**src/rtl/seven_seg_driver.sv**
```systemverilog
// seven_seg_driver
//   Drives a 3-digit multiplexed seven-segment display from the one-hot scan
//   enable of the digit scanner. Every enable change blanks all digits for
//   DEAD_CLK cycles to avoid ghosting. The segment path muxes the active BCD
//   digit, decodes it and applies the per-digit blink mask.
//
// Optional build macro:
//   SEVEN_SEG_LZB_EN  leading-zero blanking of digits 2 and 1
//
// Ports:
//   i_clk         system clock
//   rst_n         asynchronous active-low reset
//   i_digit_en    one-hot scan enable, bit k selects digit k (digit 0 = LSD)
//   i_bcd         digit values, digit k = i_bcd[4k+3:4k]
//   i_dp          decimal point request per digit
//   i_blink_mask  digits to blink
//   o_seg         segments {g,f,e,d,c,b,a}, polarity per SEG_ACTIVE_LOW
//   o_dp          decimal point, polarity per SEG_ACTIVE_LOW
//   o_digit       registered digit drive, polarity per DIG_ACTIVE_LOW
//
// FSM states:
//   state    | meaning
//   ST_BLANK | all digits off; dead-time count running or enable not one-hot
//   ST_DRIVE | digit selected by en_q is driven
module seven_seg_driver #(
  parameter int unsigned DEAD_CLK       = 4,
  parameter logic [23:0] BLINK_HALF     = 24'd6_000_000,
  parameter bit          SEG_ACTIVE_LOW = 1'b1,
  parameter bit          DIG_ACTIVE_LOW = 1'b0
) (
  input  logic        i_clk,
  input  logic        rst_n,
  input  logic [2:0]  i_digit_en,
  input  logic [11:0] i_bcd,
  input  logic [2:0]  i_dp,
  input  logic [2:0]  i_blink_mask,
  output logic [6:0]  o_seg,
  output logic        o_dp,
  output logic [2:0]  o_digit
);

  localparam logic [7:0] DEAD_LOAD = 8'(DEAD_CLK);
  localparam logic [6:0] SEG_OFF   = {7{SEG_ACTIVE_LOW}};
  localparam logic       DP_OFF    = SEG_ACTIVE_LOW;
  localparam logic [2:0] DIG_OFF   = {3{DIG_ACTIVE_LOW}};

  typedef enum logic {ST_BLANK, ST_DRIVE} state_t;

  state_t      state_q, state_d;
  logic [7:0]  dead_q, dead_d;
  logic [2:0]  en_q;
  logic [2:0]  digit_d;
  logic        change;

  logic [23:0] blink_cnt;
  logic        blink_phase;

  logic [3:0]  sel_bcd;
  logic        sel_dp;
  logic        sel_mask;
  logic        sel_lzb;
  logic        sel_valid;
  logic        seg_blank;
  logic [2:0]  lzb;

  function automatic logic is_onehot(input logic [2:0] v);
    return (v == 3'b001) || (v == 3'b010) || (v == 3'b100);
  endfunction

  // Active-high pattern {g,f,e,d,c,b,a}; non-decimal codes show '-'.
  function automatic logic [6:0] decode(input logic [3:0] v);
    logic [6:0] p;
    p = 7'b1000000;
    case (v)
      4'd0: p = 7'b0111111;
      4'd1: p = 7'b0000110;
      4'd2: p = 7'b1011011;
      4'd3: p = 7'b1001111;
      4'd4: p = 7'b1100110;
      4'd5: p = 7'b1101101;
      4'd6: p = 7'b1111101;
      4'd7: p = 7'b0000111;
      4'd8: p = 7'b1111111;
      4'd9: p = 7'b1101111;
      default: p = 7'b1000000;
    endcase
    return p;
  endfunction

  assign change = (i_digit_en != en_q);

  always_ff @(posedge i_clk or negedge rst_n) begin
    if (!rst_n) begin
      state_q <= ST_BLANK;
      dead_q  <= DEAD_LOAD;
      en_q    <= 3'b000;
    end else begin
      state_q <= state_d;
      dead_q  <= dead_d;
      en_q    <= i_digit_en;
    end
  end

  always_comb begin
    state_d = state_q;
    dead_d  = dead_q;
    if (change) begin
      dead_d = DEAD_LOAD;
      // Without dead time the new digit is driven straight away (no gap).
      if ((DEAD_CLK == 0) && is_onehot(i_digit_en)) state_d = ST_DRIVE;
      else                                          state_d = ST_BLANK;
    end else begin
      case (state_q)
        ST_BLANK: begin
          if (dead_q != 8'd0)     dead_d  = dead_q - 8'd1;
          else if (is_onehot(en_q)) state_d = ST_DRIVE;
        end
        ST_DRIVE: begin
          if (!is_onehot(en_q)) state_d = ST_BLANK;
        end
        default: state_d = ST_BLANK;
      endcase
    end
  end

  // Registered from the next state so the blank lands on the change edge.
  // In ST_DRIVE without a change, i_digit_en equals en_q.
  assign digit_d = (state_d == ST_DRIVE) ? i_digit_en : 3'b000;

  always_ff @(posedge i_clk or negedge rst_n) begin
    if (!rst_n) o_digit <= DIG_OFF;
    else        o_digit <= digit_d ^ DIG_OFF;
  end

  always_ff @(posedge i_clk or negedge rst_n) begin
    if (!rst_n) begin
      blink_cnt   <= 24'd0;
      blink_phase <= 1'b1;
    end else if (BLINK_HALF == 24'd0) begin
      blink_cnt   <= 24'd0;
      blink_phase <= 1'b1;
    end else if (blink_cnt == BLINK_HALF - 24'd1) begin
      blink_cnt   <= 24'd0;
      blink_phase <= ~blink_phase;
    end else begin
      blink_cnt   <= blink_cnt + 24'd1;
    end
  end

`ifdef SEVEN_SEG_LZB_EN
  // Digit 1 may only hide when digit 2 is hidden too.
  assign lzb[2] = (i_bcd[11:8] == 4'd0) && !i_dp[2];
  assign lzb[1] = lzb[2] && (i_bcd[7:4] == 4'd0) && !i_dp[1];
  assign lzb[0] = 1'b0;
`else
  assign lzb = 3'b000;
`endif

  always_comb begin
    sel_valid = 1'b1;
    sel_bcd   = i_bcd[3:0];
    sel_dp    = i_dp[0];
    sel_mask  = i_blink_mask[0];
    sel_lzb   = lzb[0];
    case (en_q)
      3'b001: begin
        sel_bcd  = i_bcd[3:0];
        sel_dp   = i_dp[0];
        sel_mask = i_blink_mask[0];
        sel_lzb  = lzb[0];
      end
      3'b010: begin
        sel_bcd  = i_bcd[7:4];
        sel_dp   = i_dp[1];
        sel_mask = i_blink_mask[1];
        sel_lzb  = lzb[1];
      end
      3'b100: begin
        sel_bcd  = i_bcd[11:8];
        sel_dp   = i_dp[2];
        sel_mask = i_blink_mask[2];
        sel_lzb  = lzb[2];
      end
      default: sel_valid = 1'b0;
    endcase
  end

  assign seg_blank = !sel_valid || (!blink_phase && sel_mask) || sel_lzb;

  always_ff @(posedge i_clk or negedge rst_n) begin
    if (!rst_n) begin
      o_seg <= SEG_OFF;
      o_dp  <= DP_OFF;
    end else if (seg_blank) begin
      o_seg <= SEG_OFF;
      o_dp  <= DP_OFF;
    end else begin
      o_seg <= decode(sel_bcd) ^ SEG_OFF;
      o_dp  <= sel_dp ^ DP_OFF;
    end
  end

endmodule

```
**config.mk**
```make
export PLATFORM = sky130hd
export DESIGN_NAME = seven_seg_driver
export DESIGN_NICKNAME = d
export VERILOG_FILES = /design/src/rtl/seven_seg_driver.sv
export SDC_FILE = /design/constraint.sdc
export NUM_CORES = 1
export LEC_CHECK = 0
export ABC_AREA = 1
export CORE_MARGIN = 5
export CORE_UTILIZATION = 43
export DETAILED_ROUTE_END_ITERATION = 7
export GPL_ROUTABILITY_DRIVEN = 0
export PLACE_DENSITY = 0.67
export SLEW_MARGIN = 20
export SYNTH_ARGS = -nofsm -noshare
export SYNTH_HDL_FRONTEND = slang
export SYNTH_SLANG_ARGS = --single-unit
```
**constraint.sdc**
```tcl
create_clock -name i_clk -period 4.05 [get_ports i_clk]
set_clock_uncertainty 0.1 [all_clocks]
set_input_delay 1.215 -clock i_clk [delete_from_list [all_inputs] [get_ports i_clk]]
set_output_delay 1.215 -clock i_clk [all_outputs]
set_load 0.02 [all_outputs]
```
Word level (Yosys, flattened, before mapping)
Memories as Yosys holds them, arrays and structs flattened.
Index checks and enable logic that the tools add are counted.
{"block": "totals", "in_bits": 23, "mem_bits_rw": 0, "reg_bits": 48, "latch_bits": 0, "wordCells": 47, "romBits": 112, "mem_count": 1, "output_inout_bits": 11}
{"block": "classes", "div_mod_pow": 0, "n_shift": 0, "muxes": 16, "bitwise": 4, "n_mul": 0, "reduce_logical": 10, "n_lt_le_gt_ge": 0, "eq_ne": 6, "addsub": 2}
{"memory": "(no name shown)", "words": 16, "width": 7, "rd": 1, "rd_ports_with_merged_regs": 0, "write_ports": 0, "line_no": "74", "rtl": "case (v)"}
{"cell": "$add 24x1->24 const B", "n": 1}
{"cell": "$eq 24x23->1 const B", "n": 1}
{"cell": "$mux 24", "n": 1}
{"cell": "$mux 8", "n": 3}
{"cell": "$mux 7", "n": 2}
{"cell": "$pmux 4 s2", "n": 1}
{"cell": "$reduce_bool 8->1", "n": 1}
{"cell": "$sub 8x1->8 const B", "n": 1}
{"cell": "$not 7->7", "n": 1}
{"cell": "$pmux 1 s2", "n": 3}
{"cell": "$mux 1", "n": 5}
{"cell": "$eq 3x1->1 const B", "n": 1}
{"cell": "$eq 3x2->1 const B", "n": 1}
{"cell": "$eq 3x3->1 const B", "n": 1}
{"cell": "$logic_or 1x1->1", "n": 3}
{"cell": "$mux 3", "n": 1}
{"cell": "$ne 3x3->1", "n": 1}
{"cell": "$not 1->1", "n": 3}
{"cell": "$reduce_or 3->1", "n": 1}
{"cell": "$logic_not 1->1", "n": 2}
{"cell": "$ne 2x1->1 const B", "n": 1}
{"cell": "$reduce_and 2->1", "n": 1}
{"cell": "$reduce_bool 2->1", "n": 1}
{"cell": "$logic_and 1x1->1", "n": 1}

Logic depth before layout (Yosys ltp)
{"block": "logic_depth", "word_depth": 8, "depth_mapped": 12, "mapped_depth_nobuf": 11}

Worst setup path before layout
No wires, ideal clock.
{"block": "synth_path", "path_type": "input -> register", "from": "input port i_bcd[9]", "to": "register o_seg[3]", "arrival_ns": 2.056, "path_stages": 9, "required_ns": 3.862, "setup_slack_ns": 1.806, "setup_ns": 0.088, "path_buffers": 0, "cell_sequence": "nand3_1 > o21ai_1 > nor2_4 > inv_1 > ha_1 > inv_1 > nand2_1 > nand3_1 > nand3_1"}
{"block": "synth_via", "elab_chain_len": 5}
{"item": "from (decl)", "line_no": "34", "rtl": "input logic [11:0] i_bcd,"}
{"item": "$pmux 4 s2", "line_no": "165", "rtl": "case (en_q)"}
{"item": "$mem_v2 16x7"}
{"item": "$mux 7", "line_no": "194", "rtl": "end else if (seg_blank) begin"}
{"item": "$not 7->7 (no source line)"}
{"item": "$mux 7", "line_no": "194"}
{"item": "to (signal assigned)", "line_no": "198", "rtl": "o_seg <= decode(sel_bcd) ^ SEG_OFF;"}
{"item": "to (decl)", "line_no": "37", "rtl": "output logic [6:0] o_seg,"}
Every way passes these cells. The select of a mux whose other input is x is not followed.
A chain may end at the register's enable or synchronous reset.

Worst setup path in the final report
{"block": "layout_path", "from": "register o_seg[5]", "to": "output port o_seg[5]"}
No word-level cell between the ends.

==> results.sh <==
export IMPL_status="complete, no violations"
export IMPL_cp_top_family="buffers and inverters"
export IMPL_yosysWarnings=0
export IMPL_cts_sinks=48
export IMPL_finalCritPeriodShare=0.675
export IMPL_startpoint="o_seg[5]"
export IMPL_yosysTopAreaCell="dfrtp_1"
export IMPL_crit_fanout=1
export IMPL_cp_num_cells=1
export IMPL_overflow=0
export IMPL_syn_area_mm2=0.00287
export IMPL_viasPerCell=4.85
export IMPL_io_pins=34
export IMPL_gr_usage_met3=0.0319
export IMPL_drt_iter0_markers=104
export IMPL_p_leak_nw=1.62
export IMPL_setup_viol=0
export IMPL_cts_clk_slew_worst_paths_ns=0.08
export IMPL_power_density_mw_per_mm2=275
export IMPL_seq_area_frac_synth=0.423
export IMPL_cts_tree="done"
export IMPL_drv_cap=0
export IMPL_crit_required_ns=2.73
export IMPL_synth_seq_cells=48
export IMPL_r2r_start="en_q[2]"
export IMPL_cp_start_kind="flip-flop"
export IMPL_worstSetupEndpointType="output pin"
export IMPL_syn_inst=378
export IMPL_rsz0062_at_grt="false"
export IMPL_cp_arrival_ns=1.42
export IMPL_die_h_um=91.7
export IMPL_grt_util_met1=0.180
export IMPL_dp_hpwl_um=4560
export IMPL_drive_above_1_share=0.127
export IMPL_syn_avg_cell_area_um2=7.60
export IMPL_antenna_found_initial=0
export IMPL_switching_share=0.266
export IMPL_numPortBuffers=33
export IMPL_met2_usage=0.265
export IMPL_max_freq_mhz=366
export IMPL_grt_pass1_wl_um=10400
export IMPL_ir_drop_mv=0.125
export IMPL_cts_path_max_buffers=2
export IMPL_cts_setup_buffers=0
export IMPL_die_w_um=91.7
export IMPL_finalHoldViolations=0
export IMPL_crit_chain="clkdlybuf4s50_1"
export IMPL_rr_endpoint="o_seg[3]"
export IMPL_wl_per_cell_um=11.7
export IMPL_synth_net_count=409
export IMPL_syn2layout_area_growth_pct=16.9
export IMPL_critPathCapture="o_seg[5]"
export IMPL_worst_path_buf_inv=1
export IMPL_ff2ff_setup_slack_ns=2.04
export IMPL_total_power_mw=0.922
export IMPL_busiest_layer="met2"
export IMPL_cts_root_buf="clkbuf_8"
export IMPL_initial_core_util=0.447
export IMPL_core_area_mm2=0.00642
export IMPL_fillers=623
export IMPL_synth_top_area_share=0.331
export IMPL_clkPwrFrac=0.297
export IMPL_crit_slowest_cell="clkdlybuf4s50_1"
export IMPL_grt_pass1_vias=2441
export IMPL_criticalPathCategory="reg -> out"
export IMPL_comb_power_share=0.160
export IMPL_ctsHtreeMaxLevel=2
export IMPL_clock_latency_ns=0.30
export IMPL_dr_total_vias=2397
export IMPL_row_count=29
export IMPL_hold_buffers=0
export IMPL_synthTopCellsByArea="dfrtp_1 (33%), nand2_1 (12%), dfstp_2 (9.2%)"
export IMPL_hold_start="blink_phase"
export IMPL_ant_nets=0
export IMPL_track_usage=0.150
export IMPL_fin_crit_ns=2.73
export IMPL_slew_violations=0
export IMPL_worst_slew_pin_slew_ns=0.596
export IMPL_internal_power_mw=0.677
export IMPL_hp_class="reg -> reg"
export IMPL_grt_max_degree=49
export IMPL_cts_resized=0
export IMPL_routed_wl_um=5770
export IMPL_finalNetCount=447
export IMPL_setup_tns_ns=0
export IMPL_p_switching_mw=0.246
export IMPL_cts_buffers=5
export IMPL_seq_power_share=0.543
export IMPL_die_area_mm2=0.00841
export IMPL_reg2reg_depth=11
export IMPL_dr_pass1_iters=4
export IMPL_diodes=0
export IMPL_drcViolationCount=0
export IMPL_ys_types=25
export IMPL_max_stage_delay_ns=0.60
export IMPL_max_slew_margin=0.603
[worst register-to-register path, cell delays in order, from the launching register on]
cell and delay (ns):
dfrtp_1 0.50, inv_2 0.12, nand3_2 0.18, nand2_4 0.17
nor2_1 0.07, nor2_2 0.18, inv_1 0.10, ha_1 0.21
inv_1 0.05, nand3_1 0.10, nand3_1 0.10, nand3_1 0.07
[layer usage]
layer,vias up,part of all wire
li1,1245,-
met1,1100,0.44
met2,46,0.49
met3,6,0.051
met4,0,0.015
met5,-,0
[worst min path at each step]
stage / end / slack [ns] / cells after the start
6_report: blink_phase / 0.37 / 2
5_1_grt: blink_phase / 0.38 / 2
4_1_cts: blink_phase / 0.37 / 2
3_5_place_dp: blink_phase / 0.36 / 2
3_3_place_gp: blink_phase / 0.35 / 2
2_1_floorplan: blink_phase / 0.34 / 2
[cells in the mapped netlist]
cell	instances
nor3_1	7
nor3b_1	1
nor2_1	53
nor2_8	1
dfstp_2	10
buf_6	2
nor2_2	7
ha_1	8
nor2_4	3
nand3_2	3
a21oi_4	2
a21oi_1	2
o21ai_1	4
inv_2	9
nand4_1	6
nand3_1	45
dfrtp_1	38
nand2_4	3
xnor2_1	5
xor2_1	12
o21ai_0	5
inv_1	55
nor3_2	3
nand2_1	90
nand2_2	4
[kinds of logic (layout without fill, tap and decap cells)]
logic type / Yosys count / count (layout) / share of synthesized area
AND/OR/NAND/NOR: 226 / 226 / 0.369
buffers and inverters: 66 / 105 / 0.0915
flip-flops: 48 / 48 / 0.423
XOR/XNOR: 17 / 17 / 0.0519
AO/OA/AOI/OAI: 13 / 13 / 0.0305
adder cells (fa/ha/maj): 8 / 8 / 0.0349
[power groups by stage]
stage | Clock [mW] | Combinational (mW) | Sequential (mW)
floorplan | 0 | 0.0851 | 0.516
global placement | 0 | 0.147 | 0.510
detailed placement | 0 | 0.150 | 0.510
CTS | 0.288 | 0.150 | 0.501
global route | 0.308 | 0.167 | 0.502
finish | 0.274 | 0.148 | 0.501
[metrics by stage]
| stage | setup slack (ns) | hold WS (ns) | util | area, um2 | cells |
|---|---|---|---|---|---|
| floorplan | 1.81 | 0.343 | - | 2870 | 378 |
| global placement | 1.32 | 0.353 | 0.509 | 3270 | 486 |
| detailed placement | 1.27 | 0.357 | 0.509 | 3270 | 486 |
| CTS | 1.30 | 0.369 | 0.523 | 3360 | 494 |
| global route | 1.28 | 0.382 | 0.523 | 3360 | 494 |
| finish | 1.32 | 0.367 | 0.523 | 3360 | 494 |
[cells in the final DEF, fill, tap and decap left out, drive strengths merged]
cell type,instances
a21oi,4
buf,1
clkbuf,6
clkdlybuf4s50,32
clkinv,1
clkinvlp,1
dfrtp,38
dfstp,10
ha,8
inv,64
nand2,97
nand3,48
nand4,6
nor2,64
nor3,10
nor3b,1
o21ai,9
xnor2,5
xor2,12
[layout make-up]
cell class	instances	area, um2	area share
multi-input cells	264	1400	0.415
well taps	77	96.3	0.0287
repair buffers	33	328	0.0976
clock buffers	6	72.6	0.0216
inverters	64	240	0.0715
flip-flops and latches	48	1210	0.361
clock inverters	2	12.5	0.00373
[sequential cells by signal (all words and copies together), names as in the netlist]
signal / cells
blink_cnt: 24
o_seg: 7
blink_phase: 1
dead_q: 8
state_q: 1
o_dp: 1
o_digit: 3
en_q: 3
Note: power is estimated with default switching activity, not from simulation.
